<file path="src/rtl/booth_mul_arbiter_if.sv">
// rtl/booth_mul_arbiter_if.sv - request, multiplier and response signals of the shared booth multiplier
// slave is the arbiter side; master is the requester/multiplier side.
interface booth_mul_arbiter_if #(
    parameter int NREQ  = 4,
    parameter int WIDTH = 8
);
    localparam int IDW = $clog2(NREQ);

    logic [NREQ-1:0]       req_valid;
    logic [NREQ-1:0]       req_ready;
    logic [NREQ*WIDTH-1:0] req_a;
    logic [NREQ*WIDTH-1:0] req_b;

    logic                  mul_start;
    logic [WIDTH-1:0]      mul_a;
    logic [WIDTH-1:0]      mul_b;
    logic [2*WIDTH-1:0]    mul_prod;
    logic                  mul_done;

    logic                  rsp_valid;
    logic                  rsp_ready;
    logic [IDW-1:0]        rsp_id;
    logic [2*WIDTH-1:0]    rsp_prod;
    logic                  rsp_err;
    logic                  busy;

    modport slave (
        input  req_valid, req_a, req_b, mul_prod, mul_done, rsp_ready,
        output req_ready, mul_start, mul_a, mul_b, rsp_valid, rsp_id, rsp_prod, rsp_err, busy
    );

    modport master (
        output req_valid, req_a, req_b, mul_prod, mul_done, rsp_ready,
        input  req_ready, mul_start, mul_a, mul_b, rsp_valid, rsp_id, rsp_prod, rsp_err, busy
    );
endinterface

</file>
<file path="src/rtl/booth_mul_arbiter.sv">
// rtl/booth_mul_arbiter.sv - round-robin sharing of one radix-4 booth multiplier with watchdog abort
// One operation in flight at a time: IDLE grants, ISSUE pulses start, WAIT collects, RESP returns.
module booth_mul_arbiter #(
    parameter int NREQ    = 4,
    parameter int WIDTH   = 8,
    parameter int TIMEOUT = 64
) (
    input  logic                clk,
    input  logic                rst,
    booth_mul_arbiter_if.slave  bus
);
    localparam int IDW = $clog2(NREQ);
    localparam int TW  = $clog2(TIMEOUT + 1);

    typedef enum logic [1:0] {IDLE, ISSUE, WAIT, RESP} state_t;

    state_t          state;
    logic [IDW-1:0]  ptr;
    logic [TW-1:0]   timer;
    logic [NREQ-1:0] gnt;
    logic [IDW-1:0]  gnt_id;
    logic            gnt_any;

    // First valid requester at or after ptr, wrapping; nothing is offered while reset is held.
    always_comb begin
        gnt     = '0;
        gnt_id  = '0;
        gnt_any = 1'b0;
        if (state == IDLE && rst) begin
            for (int i = 0; i < NREQ; i++) begin
                if (!gnt_any && bus.req_valid[(int'(ptr) + i) % NREQ]) begin
                    gnt_any = 1'b1;
                    gnt_id  = IDW'((int'(ptr) + i) % NREQ);
                end
            end
            if (gnt_any) gnt[gnt_id] = 1'b1;
        end
    end

    assign bus.req_ready = gnt;

    always_ff @(posedge clk or negedge rst) begin
        if (!rst) begin
            state         <= IDLE;
            ptr           <= '0;
            timer         <= '0;
            bus.mul_start <= 1'b0;
            bus.mul_a     <= '0;
            bus.mul_b     <= '0;
            bus.rsp_valid <= 1'b0;
            bus.rsp_id    <= '0;
            bus.rsp_prod  <= '0;
            bus.rsp_err   <= 1'b0;
            bus.busy      <= 1'b0;
        end else begin
            bus.mul_start <= 1'b0;
            case (state)
                IDLE: begin
                    if (gnt_any) begin
                        bus.mul_a     <= bus.req_a[gnt_id*WIDTH +: WIDTH];
                        bus.mul_b     <= bus.req_b[gnt_id*WIDTH +: WIDTH];
                        bus.rsp_id    <= gnt_id;
                        bus.mul_start <= 1'b1;
                        bus.busy      <= 1'b1;
                        state         <= ISSUE;
                    end
                end
                // mul_done may still be high from the previous operation, so it is not looked at here.
                ISSUE: begin
                    timer <= '0;
                    state <= WAIT;
                end
                WAIT: begin
                    timer <= timer + 1'b1;
                    if (bus.mul_done) begin
                        bus.rsp_prod  <= bus.mul_prod;
                        bus.rsp_err   <= 1'b0;
                        bus.rsp_valid <= 1'b1;
                        state         <= RESP;
                    end else if (timer == TW'(TIMEOUT - 1)) begin
                        bus.rsp_prod  <= '0;
                        bus.rsp_err   <= 1'b1;
                        bus.rsp_valid <= 1'b1;
                        state         <= RESP;
                    end
                end
                RESP: begin
                    if (bus.rsp_ready) begin
                        bus.rsp_valid <= 1'b0;
                        bus.busy      <= 1'b0;
                        ptr           <= IDW'((int'(bus.rsp_id) + 1) % NREQ);
                        state         <= IDLE;
                    end
                end
                default: state <= IDLE;
            endcase
        end
    end
endmodule
</file>
<file path="src/flat_wrapper.sv">
// flat-port wrapper written by rule: the top's interface ports become plain ports
module booth_mul_arbiter_flat 
#(
    parameter int NREQ    = 4,
    parameter int WIDTH   = 8,
    parameter int TIMEOUT = 64
)
  (clk, rst, bus_req_valid, bus_req_a, bus_req_b, bus_mul_prod, bus_mul_done, bus_rsp_ready, bus_req_ready, bus_mul_start, bus_mul_a, bus_mul_b, bus_rsp_valid, bus_rsp_id, bus_rsp_prod, bus_rsp_err, bus_busy);
  booth_mul_arbiter_if #(.NREQ(NREQ), .WIDTH(WIDTH)) bus_i ();
  input  logic clk;
  input  logic rst;
  input wire logic [$bits(bus_i.req_valid)-1:0] bus_req_valid;
  input wire logic [$bits(bus_i.req_a)-1:0] bus_req_a;
  input wire logic [$bits(bus_i.req_b)-1:0] bus_req_b;
  input wire logic [$bits(bus_i.mul_prod)-1:0] bus_mul_prod;
  input wire logic [$bits(bus_i.mul_done)-1:0] bus_mul_done;
  input wire logic [$bits(bus_i.rsp_ready)-1:0] bus_rsp_ready;
  output wire logic [$bits(bus_i.req_ready)-1:0] bus_req_ready;
  output wire logic [$bits(bus_i.mul_start)-1:0] bus_mul_start;
  output wire logic [$bits(bus_i.mul_a)-1:0] bus_mul_a;
  output wire logic [$bits(bus_i.mul_b)-1:0] bus_mul_b;
  output wire logic [$bits(bus_i.rsp_valid)-1:0] bus_rsp_valid;
  output wire logic [$bits(bus_i.rsp_id)-1:0] bus_rsp_id;
  output wire logic [$bits(bus_i.rsp_prod)-1:0] bus_rsp_prod;
  output wire logic [$bits(bus_i.rsp_err)-1:0] bus_rsp_err;
  output wire logic [$bits(bus_i.busy)-1:0] bus_busy;
  assign bus_i.req_valid = bus_req_valid;
  assign bus_i.req_a = bus_req_a;
  assign bus_i.req_b = bus_req_b;
  assign bus_i.mul_prod = bus_mul_prod;
  assign bus_i.mul_done = bus_mul_done;
  assign bus_i.rsp_ready = bus_rsp_ready;
  assign bus_req_ready = bus_i.req_ready;
  assign bus_mul_start = bus_i.mul_start;
  assign bus_mul_a = bus_i.mul_a;
  assign bus_mul_b = bus_i.mul_b;
  assign bus_rsp_valid = bus_i.rsp_valid;
  assign bus_rsp_id = bus_i.rsp_id;
  assign bus_rsp_prod = bus_i.rsp_prod;
  assign bus_rsp_err = bus_i.rsp_err;
  assign bus_busy = bus_i.busy;
  booth_mul_arbiter #(.NREQ(NREQ), .WIDTH(WIDTH), .TIMEOUT(TIMEOUT)) u_core (.clk(clk), .rst(rst), .bus(bus_i));
endmodule
</file>
<file path="config.mk">
export PLATFORM = sky130hd
export DESIGN_NAME = booth_mul_arbiter_flat
export DESIGN_NICKNAME = d
export VERILOG_FILES = /design/src/rtl/booth_mul_arbiter_if.sv /design/src/rtl/booth_mul_arbiter.sv /design/src/flat_wrapper.sv
export SDC_FILE = /design/constraint.sdc
export NUM_CORES = 1
export LEC_CHECK = 0
export BUFFER_PORTS_ARGS = -buffer_cell sky130_fd_sc_hd__buf_2
export CAP_MARGIN = 5
export CORE_MARGIN = 1.5
export CORE_UTILIZATION = 41
export CTS_BUF_LIST = sky130_fd_sc_hd__clkbuf_16
export DETAILED_ROUTE_END_ITERATION = 10
export PLACE_DENSITY = 0.77
export RECOVER_POWER = 25
export SLEW_MARGIN = 5
export SYNTH_ARGS = -nofsm -noshare
export SYNTH_HDL_FRONTEND = slang
export SYNTH_SLANG_ARGS = --single-unit
</file>
<file path="constraint.sdc">
create_clock -name clk -period 1.8 [get_ports clk]
set_input_delay 0.36 -clock clk [delete_from_list [all_inputs] [get_ports clk]]
set_output_delay 0.36 -clock clk [all_outputs]
set_load 0.005 [all_outputs]
</file>
# ---- After elaboration in Yosys (flattened, before gate mapping)
# Cells that the tools add are included.
dict set report classes {
  n_addsub 5
  order_cmp 6
  n_eq_ne 7
  n_shift 2
  mux 47
  n_bitwise 3
  n_reduce_logical 22
}
# cell count
set ops {}
lappend ops {{$shiftx A32 B6 Y8} 2}
lappend ops {{$mux W16} 2}
lappend ops {{$mux W1} 24}
lappend ops {{$mux W2} 10}
lappend ops {{$pmux W7 S2} 1}
lappend ops {{$lt A3 B4 Y1 const B} 3}
lappend ops {{$reduce_and A3 Y1} 3}
lappend ops {{$bmux W1 S2} 4}
lappend ops {{$mux W4} 2}
lappend ops {{$pmux W2 S4} 1}
lappend ops {{$reduce_bool A2 Y1} 4}
lappend ops {{$add A7 B1 Y7 const B} 1}
lappend ops {{$eq A7 B6 Y1 const B} 1}
lappend ops {{$lt A2 B3 Y1 const B} 2}
lappend ops {{$reduce_and A2 Y1} 3}
lappend ops {{$reduce_or A2 Y1} 3}
lappend ops {{$logic_and A1 B1 Y1} 5}
lappend ops {{$add A2 B1 Y2 const B} 2}
lappend ops {{$add A2 B2 Y2 const B} 2}
lappend ops {{$eq A2 B2 Y1 const B} 2}
lappend ops {{$pmux W1 S2} 2}
lappend ops {{$and A1 B1 Y1 const A} 3}
lappend ops {{$logic_not A1 Y1} 3}
lappend ops {{$ne A3 B2 Y1 const B} 1}
lappend ops {{other kinds (6)} 6}
dict set report word_totals {
  register_bits 49
  in_bits 88
  out_inout_bits 42
  word_cells 103
}

# ---- Depth between registers and ports, before layout
# Gate-level depths: netlist (run 1).
dict set report depth {
  ltp_word 23
  mapped_depth 9
  mapped_depth_nobuf 7
}

# ---- Worst setup path after synthesis (run 1)
# OpenSTA, ideal clock, no wires.
dict set report synth_path {
  path_kind {reg2out}
  from {register u_core.state[0]}
  to {output bus_req_ready[1]}
  t_arrival_ps 1512
  t_required_ps 1440
  setup_slack_ps -72
  stages_incl_launch_ff 10
  n_path_buf 2
  cell_sequence {dfrtp_1 inv_1 ha_1 and2_1 nand2b_1 buf_2 inv_2 nand2_1 clkbuf_1 nor2_1}
}
dict set report synth_via {
  elab_chain_cells 3
}
# item line_no
set synth_rtl {}
lappend synth_rtl {{from (decl)} booth_mul_arbiter.sv:17} ;# state_t state;
lappend synth_rtl {{from (signal assigned)} booth_mul_arbiter.sv:44} ;# state <= IDLE;
lappend synth_rtl {{from (signal assigned)} booth_mul_arbiter.sv:65} ;# state <= ISSUE;
lappend synth_rtl {{from (signal assigned)} booth_mul_arbiter.sv:71} ;# state <= WAIT;
lappend synth_rtl {{$logic_not A2 Y1} booth_mul_arbiter.sv:29} ;# if (state == IDLE && rst) begin
lappend synth_rtl {{$logic_and A1 B1 Y1} booth_mul_arbiter.sv:29}
lappend synth_rtl {{$mux W4} booth_mul_arbiter.sv:29}
lappend synth_rtl {{to (decl)} flat_wrapper.sv:18} ;# output wire logic [$bits(bus_i.req_ready)-1:0] bus_req_ready;
# No other way between the ends.

# ---- Worst setup path after layout (run 1)
dict set report layout_path {
  from {register u_core.ptr[1]}
  to {output bus_req_ready[0]}
}
dict set report layout_via {
  elab_chain_cells 22
  elab_cells_between_ends 40
  cone_classes {add/sub (3); order compare (2); mux (28); reduce/logical (7)}
}
# item line_no
set layout_rtl {}
lappend layout_rtl {{from (decl)} booth_mul_arbiter.sv:18} ;# logic [IDW-1:0] ptr;
lappend layout_rtl {{from (signal assigned)} booth_mul_arbiter.sv:91} ;# ptr <= IDW'((int'(bus.rsp_id) + 1) % NREQ);
lappend layout_rtl {{parallel branches: the longest is 20 deep, another holds $add A2 B1 Y2} --}
lappend layout_rtl {{$mux W4 *} booth_mul_arbiter.sv:36} ;# if (gnt_any) gnt[gnt_id] = 1'b1;
lappend layout_rtl {{$mux W4 *} booth_mul_arbiter.sv:29}
# Mark *: on every way between the ends. The select of a mux whose other input is x is not followed.

==> impl_metrics.tcl, run 1 <==
set metrics [dict create \
    slew_violations 0 \
    drive_gt1_frac 0.484 \
    fp.dieArea_um2 6510 \
    ant_nets 0 \
    via_count 2386 \
    yosys_register_bits 49 \
    rrSetupSlack_ps -180 \
    r2r_end "u_core.bus.mul_b[5]" \
    finalSetupTns_ps -3150 \
    route.detailed.drc 0 \
    place_hpwl_mm 5.17 \
    grt_overflow_total 0 \
    synthTopCellsByArea "dfrtp_1 (50%), mux2i_1 (14%), a22o_1 (6.4%), o221ai_1 (3.9%), nand2_1 (3.8%)" \
    antenna_found_initial 0 \
    grt_pass1_vias 2309 \
    cp.arrival_ps 1710 \
    drt_first_pass_iters 4 \
    p_leak_nw 1.92 \
    die_h_um 80.7 \
    viasPerCell 5.20 \
    fp.dieW_um 80.7 \
    hold_slack_ps 291 \
    setup_viol 20 \
    synth_cell_types 37 \
    root_buffer "clkbuf_16" \
    area_growth_pct 49.8 \
    worstPathMaxFanout 8 \
    synth_area_um2 2470 \
    portBuffers 129 \
    crit_type "register to output pin" \
    grt_pass1_wl_mm 10.6 \
    outcome "finished, violations left" \
    clock-sinks 49 \
    p_per_area_nw_per_um2 1500 \
    start_util 0.420 \
    wl_per_cell_um 15.3 \
    clkTransAtPathRegs_ps 60 \
    synthFlopType "dfrtp_1" \
    fin_util 0.630 \
    setup.worst_path.start_class "register" \
    violations "negative setup slack" \
    fin_area_um2 3710 \
    ys_warn_count 0 \
    synth-edff-count 0 \
    min_path_type "input pin to register" \
    cts_made_buffers 5 \
    gp_congestion 0.769 \
    cts_hold_buf 0 \
    yosys.area.top_type "dfrtp_1" \
    fmax_mhz 483 \
    crit_start "u_core.ptr[1]" \
    maxCapViolCount 0 \
    crit_required_ps 1440 \
    worst_slack_ps -272 \
    clock_skew_ps 2.54 \
    ys_seq_area_frac 0.495 \
    ys_async_sr_fraction 1.00 \
    worst_pin_slew_ps 1190 \
    synth_area_per_cell_um2 10.9 \
    htree_levels 2 \
    grt_max_degree 50 \
    grt_use_total 0.216 \
    num_antenna_cells 0 \
    vdd_ir_drop_max_mv 0.735 \
    slew_headroom 0.205 \
    place_area_um2 3340 \
    nNetsFinal 476 \
    rsz0062_at_grt "yes" \
    syn_nets 320 \
    cts_max_path_buffers 2 \
    core_area_um2 5890 \
    drt_wl_total_mm 7.03 \
    initialDrtViolationCount 118 \
    r2r-start "u_core.ptr[1]" \
    synthCells 227 \
    endpoint "bus_req_ready[0]" \
    hold_viol_final 0 \
    io_pins 130 \
    crit_path_end_kind "output pin" \
    worstSkewPairLatency_ps 280 \
    rows 28 \
    cts_tree "yes" \
    period_needed_ps 2070 \
    finalCritPeriodShare 1.15 \
    ff2ff_path_depth 8 \
    yosys.area.top_type_share 0.495 \
]
## per-layer routing
| metal | up-vias | wire [um] | track usage |
|---|---|---|---|
| met5 | - | 0 | 0 |
| met4 | 0 | 76 | 0.0759 |
| met3 | 6 | 502 | 0.0511 |
| met2 | 104 | 3490 | 0.379 |
| met1 | 1123 | 2960 | 0.256 |
| li1 | 1153 | - | - |
## worst min path at each step
stage	startpoint	to	slack, ps	depth (start not counted)
finish	bus_mul_prod[8]	u_core.bus.rsp_prod[8]	290	2
global route	bus_mul_prod[9]	u_core.bus.rsp_prod[9]	280	2
CTS	rst	u_core.ptr[0]	250	2
detailed placement	u_core.bus.mul_b[6]	u_core.bus.mul_b[6]	480	2
global placement	u_core.bus.mul_a[3]	u_core.bus.mul_a[3]	470	2
floorplan	rst	u_core.bus.busy	60	0
## placed cells by master, fill, tap and decap left out, types with 3 or more instances in the layout
cell type  netlist  layout
buf_2            4     127
dfrtp_1         49      49
mux2i_1         34      30
nand2_1         25      25
buf_4            0      22
a22o_1          18      18
nor2_1          12      11
o221ai_1        11      11
inv_1           11       9
o21ai_0          9       9
clkbuf_16        0       6
buf_6            1       6
a21oi_1          5       4
nand3_1          4       4
mux2i_2          0       4
ha_1             5       4
a21o_1           3       3
a221oi_1         5       3
## Yosys cell counts, types with 2 or more instances
cell,count
ha_1,5
o22ai_1,2
nand3_1,4
buf_2,4
dfrtp_1,49
o21ai_0,9
nor2_1,12
and2_1,3
nor3_1,2
nand2_1,25
a22o_1,18
clkbuf_1,4
a21boi_0,2
o221ai_1,11
a21o_1,3
a21oi_1,5
a221oi_1,5
mux2i_1,34
inv_1,11
nand2b_1,2
## worst max-delay path, stage by stage, from the launching register on
cell and delay (ps):
dfrtp_1 420, buf_6 140, or3b_4 380, o221ai_4 130, and3_1 230, buf_2 120
## through the flow
step                      setup slack [ps]  total power (W)  std cells
after floorplan                       4.31          0.00315        227
after global placement                -138          0.00404        444
after detailed placement              -266          0.00413        444
after CTS                             -245          0.00544        454
after global routing                  -314          0.00596        459
final                                 -272          0.00554        459
## flip-flops by register name, indices dropped and copies added, names as in the netlist
name / flops
u_core.ptr: 2
u_core.bus.rsp_id: 2
u_core.bus.rsp_valid: 1
u_core.timer: 7
u_core.bus.rsp_prod: 16
u_core.bus.rsp_err: 1
u_core.bus.busy: 1
u_core.bus.mul_a: 8
u_core.state: 2
u_core.bus.mul_start: 1
u_core.bus.mul_b: 8
## cells by family (layout without fill, tap and decap cells)
kind of cell | Yosys count | after routing | synth area share
compound gates | 59 | 59 | 0.184
xor+xnor | 2 | 2 | 0.00708
fa+ha+maj | 5 | 5 | 0.0253
buf+inv | 22 | 179 | 0.0430
flops | 49 | 49 | 0.495
mux | 35 | 35 | 0.144
simple gates | 55 | 55 | 0.102
## what timing repair did
action,in CTS,in global routing
pin swaps,5,2
setup buffers,3,4
resized for setup,10,14
gates cloned,0,1
setup endpoints to repair,20,24
## power by group
| group | internal, W | switching, W |
|---|---|---|
| Sequential | 0.00157 | 0.000291 |
| Clock | 0.000793 | 0.000390 |
| Combinational | 0.00131 | 0.00119 |
| Total | 0.00368 | 0.00187 |
## final cells by class
class                           count  area (um2)
Clock inverter                      3        65.1
Timing Repair Buffer              159         922
Inverter                           12        47.5
Tap cell                           75        93.8
Fill cell                         495        2180
Sequential cell                    49        1230
Multi-Input combinational cell    156        1230
Clock buffer                        5         125
(Power assumes the default switching activity.)
==> run 2: changes to the inputs <==
--- a/config.mk
+++ b/config.mk
@@ -5,10 +5,11 @@
 export SDC_FILE = /design/constraint.sdc
 export NUM_CORES = 1
 export LEC_CHECK = 0
+export ABC_AREA = 1
 export BUFFER_PORTS_ARGS = -buffer_cell sky130_fd_sc_hd__buf_2
 export CAP_MARGIN = 5
 export CORE_MARGIN = 1.5
-export CORE_UTILIZATION = 41
+export CORE_UTILIZATION = 44
 export CTS_BUF_LIST = sky130_fd_sc_hd__clkbuf_16
 export DETAILED_ROUTE_END_ITERATION = 10
 export PLACE_DENSITY = 0.77
==> run 2 against run 1 <==
Net effect: the flow still finishes with violations (negative setup slack); maximum frequency shrank 7.9%; register-to-register slack worse by 200 ps; critical path depth is 8 higher; sequential power is essentially flat; total power rose by 26%; global-route usage grew 3.0 points; non-clock buffer count rose by 5; clock skew up 1.1 ps; sequential share of layout area shrank 5.4 points; final cell count grew 50%; combinational power increased by 68%; critical endpoint is now bus_req_ready[3]; largest cell class unchanged; largest power group unchanged.
==> impl_metrics.tcl, run 2 <==
set metrics [dict create \
    outcome "finished, violations left" \
    violations "negative setup slack" \
    rsz0062_at_grt "yes" \
    place_hpwl_mm 6.31 \
    min_path_type "input pin to register" \
    num_antenna_cells 0 \
    final_common_cell "nand2_1" \
    die_h_um 87.5 \
    busiest_layer "met2" \
    grt_use_total 0.246 \
    p_per_area_nw_per_um2 1570 \
    core_area_um2 6830 \
    yosys.cell_count.top_type "nand2_1" \
    synthTopCellsByCount "nand2_1 (160), inv_1 (67), dfrtp_1 (49)" \
    root_buffer "clkbuf_16" \
    cp_cell_sequence "buf_6 -> nand2_2 -> nand2_2 -> nand2_1 -> nand2_2 -> nand2_2 -> nand2_1 -> nand2_2 -> nand2_4 -> inv_2 -> nand2_4 -> nor2_2 -> buf_2" \
    maxCapViolCount 0 \
    crit_top_cell "nand2_2" \
    final_cell_mix "nand2_1 (141), buf_2 (128), inv_1 (65)" \
    slowest_stage "dfrtp_2" \
    n_fill_cell 590 \
    yosys.area.top_type "dfrtp_1" \
    clkTransAtPathRegs_ps 60 \
    io_pins 130 \
    grt_overflow_total 0 \
    ff2ff_path_depth 18 \
    area_growth_pct 41.4 \
    drive_gt1_frac 0.400 \
    ant_nets 0 \
    hp-start "bus_mul_prod[4]" \
    antenna_found_initial 0 \
    synth-edff-count 0 \
    crit_required_ps 1440 \
    finalSetupTns_ps -7320 \
    use_met1 0.284 \
    clock_skew_ps 3.63 \
    reg_top3 "u_core.bus.rsp_prod (16), u_core.bus.mul_a (8), u_core.bus.mul_b (8)" \
    synthFlopType "dfrtp_1" \
    crit_type "register to output pin" \
    viasPerCell 4.99 \
    htree_levels 2 \
    regMostFlops "u_core.bus.rsp_prod" \
    setup_viol 23 \
    slew_headroom 0.191 \
    fp.dieW_um 87.5 \
    rrSetupSlack_ps -380 \
    start_util 0.459 \
    p_leak_nw 2.58 \
    route.detailed.drc 0 \
    nNetsFinal 684 \
    ys_async_sr_fraction 1.00 \
    cts_hold_buf 0 \
    gp_congestion 0.871 \
    initialDrtViolationCount 236 \
    cts_made_buffers 5 \
    hold_viol_final 0 \
    ys_warn_count 0 \
    worstSkewPairLatency_ps 280 \
    fmax_mhz 444 \
    period_needed_ps 2250 \
    drt_first_pass_iters 5 \
    worstPathMaxFanout 7 \
    fin_area_um2 4440 \
    critical_path.max_stage_delay_ps 460 \
    fp.dieArea_um2 7650 \
    grtUsageMet2 0.448 \
    wl_per_cell_um 13.5 \
    setup.worst_path.start_class "register" \
    finalCritPeriodShare 1.25 \
    worst_slack_ps -450 \
    cp_num_buf_inv 3 \
    via_count 3431 \
    hold_slack_ps 296 \
    cts_max_path_buffers 2 \
    yosys_register_bits 49 \
    cp.arrival_ps 1890 \
    gr-usage-met3 0.0512 \
    grt_pass1_vias 3308 \
    vdd_ir_drop_max_mv 0.642 \
    grt_pass1_wl_mm 14.7 \
    yosys.area.top_type_share 0.391 \
    synth_cell_types 30 \
    ys_seq_area_frac 0.391 \
    synth_area_um2 3140 \
    r2r_end "u_core.bus.mul_b[1]" \
    path_delay_family "simple AND/OR/NAND/NOR gates" \
    slew_violations 0 \
    synth_area_per_cell_um2 7.21 \
    synthTopCellsByArea "dfrtp_1 (39%), nand2_1 (19%), inv_1 (8.0%), nand3_1 (5.7%), a22o_1 (4.5%)" \
    portBuffers 129 \
    hold_depth 2 \
    worst_pin_slew_ps 1210 \
    rows 30 \
    clock-sinks 49 \
    hold_end "u_core.bus.rsp_prod[4]" \
    largest_reg_flops 16 \
    syn_nets 528 \
    synthCells 435 \
    place_area_um2 3970 \
    drt_wl_total_mm 9.29 \
    cts_tree "yes" \
    r2r-start "u_core.ptr[0]" \
    grt_max_degree 50 \
    crit_path_end_kind "output pin" \
]
[run 2: cell families after synthesis]
| logic type | Yosys count | share of synthesized area |
|---|---|---|
| compound gates | 53 | 0.119 |
| xor+xnor | 1 | 0.00279 |
| fa+ha+maj | 5 | 0.0199 |
| buf+inv | 91 | 0.130 |
| flops | 49 | 0.391 |
| simple gates | 236 | 0.337 |
[run 2: through the flow]
step                      instances  worst slack (ps)  utilization  power, W
after floorplan                 435             -5.53            -   0.00399
after global placement          668              -117        0.582   0.00512
after detailed placement        668              -188        0.582   0.00522
after CTS                       687              -409        0.639   0.00672
after global routing            688              -505        0.650   0.00745
final                           688              -450        0.650   0.00697
[run 2: report_power, final]
group          switching, W  leakage (nW)  internal [W]
Clock              0.000380        0.0687      0.000503
Sequential         0.000314         0.619       0.00157
Combinational       0.00235          1.89       0.00185
[run 2: area by class of cell]
class                           instances  area [um2]  area share
Sequential cell                        49        1230       0.277
Timing Repair inverter                  1        7.51     0.00169
Tap cell                               96         120      0.0271
Clock buffer                            5         125      0.0282
Clock inverter                          3        12.5     0.00282
Inverter                               75         292      0.0657
Multi-Input combinational cell        295        1640       0.370
Timing Repair Buffer                  164        1010       0.227
[run 2: repair_timing]
| action | CTS | global route |
|---|---|---|
| gates cloned | 4 | 1 |
| setup endpoints to repair | 25 | 41 |
| resized for setup | 37 | 27 |
| buffers inserted | 7 | 3 |
| pin swaps | 8 | 11 |
[run 2: worst max-delay path by stage]
| stage | start | end | slack (ps) | cells past startpoint |
|---|---|---|---|---|
| after floorplan | u_core.ptr[0] | bus_req_ready[1] | -6 | 12 |
| after global placement | u_core.ptr[0] | bus_req_ready[3] | -120 | 11 |
| after CTS | u_core.ptr[0] | bus_req_ready[2] | -410 | 11 |
| final | u_core.ptr[0] | bus_req_ready[3] | -450 | 13 |
| after detailed placement | u_core.ptr[0] | u_core.bus.mul_a[3] | -190 | 14 |
| after global routing | u_core.ptr[0] | u_core.bus.mul_b[5] | -510 | 18 |
[run 2: worst register-to-register path: stages (launching register included)]
cell,delay (ps)
dfrtp_2,460
buf_6,160
nand2_2,70
nand2_2,70
nand2_1,90
nand2_2,80
nand2_2,80
nand2_1,60
nand2_2,80
nand2_4,60
buf_4,160
nor2_4,150
buf_12,140
buf_12,120
nand2_1,70
nand3_2,70
nand2_1,50
nand2_1,60
nand2_1,60
[run 2: metal layers]
metal	vias to the layer above	wire length (um)	share of wire
met3	28	539	0.058
li1	1666	-	-
met2	128	4830	0.52
met1	1609	3690	0.40
met4	0	227	0.024
met5	-	0	0
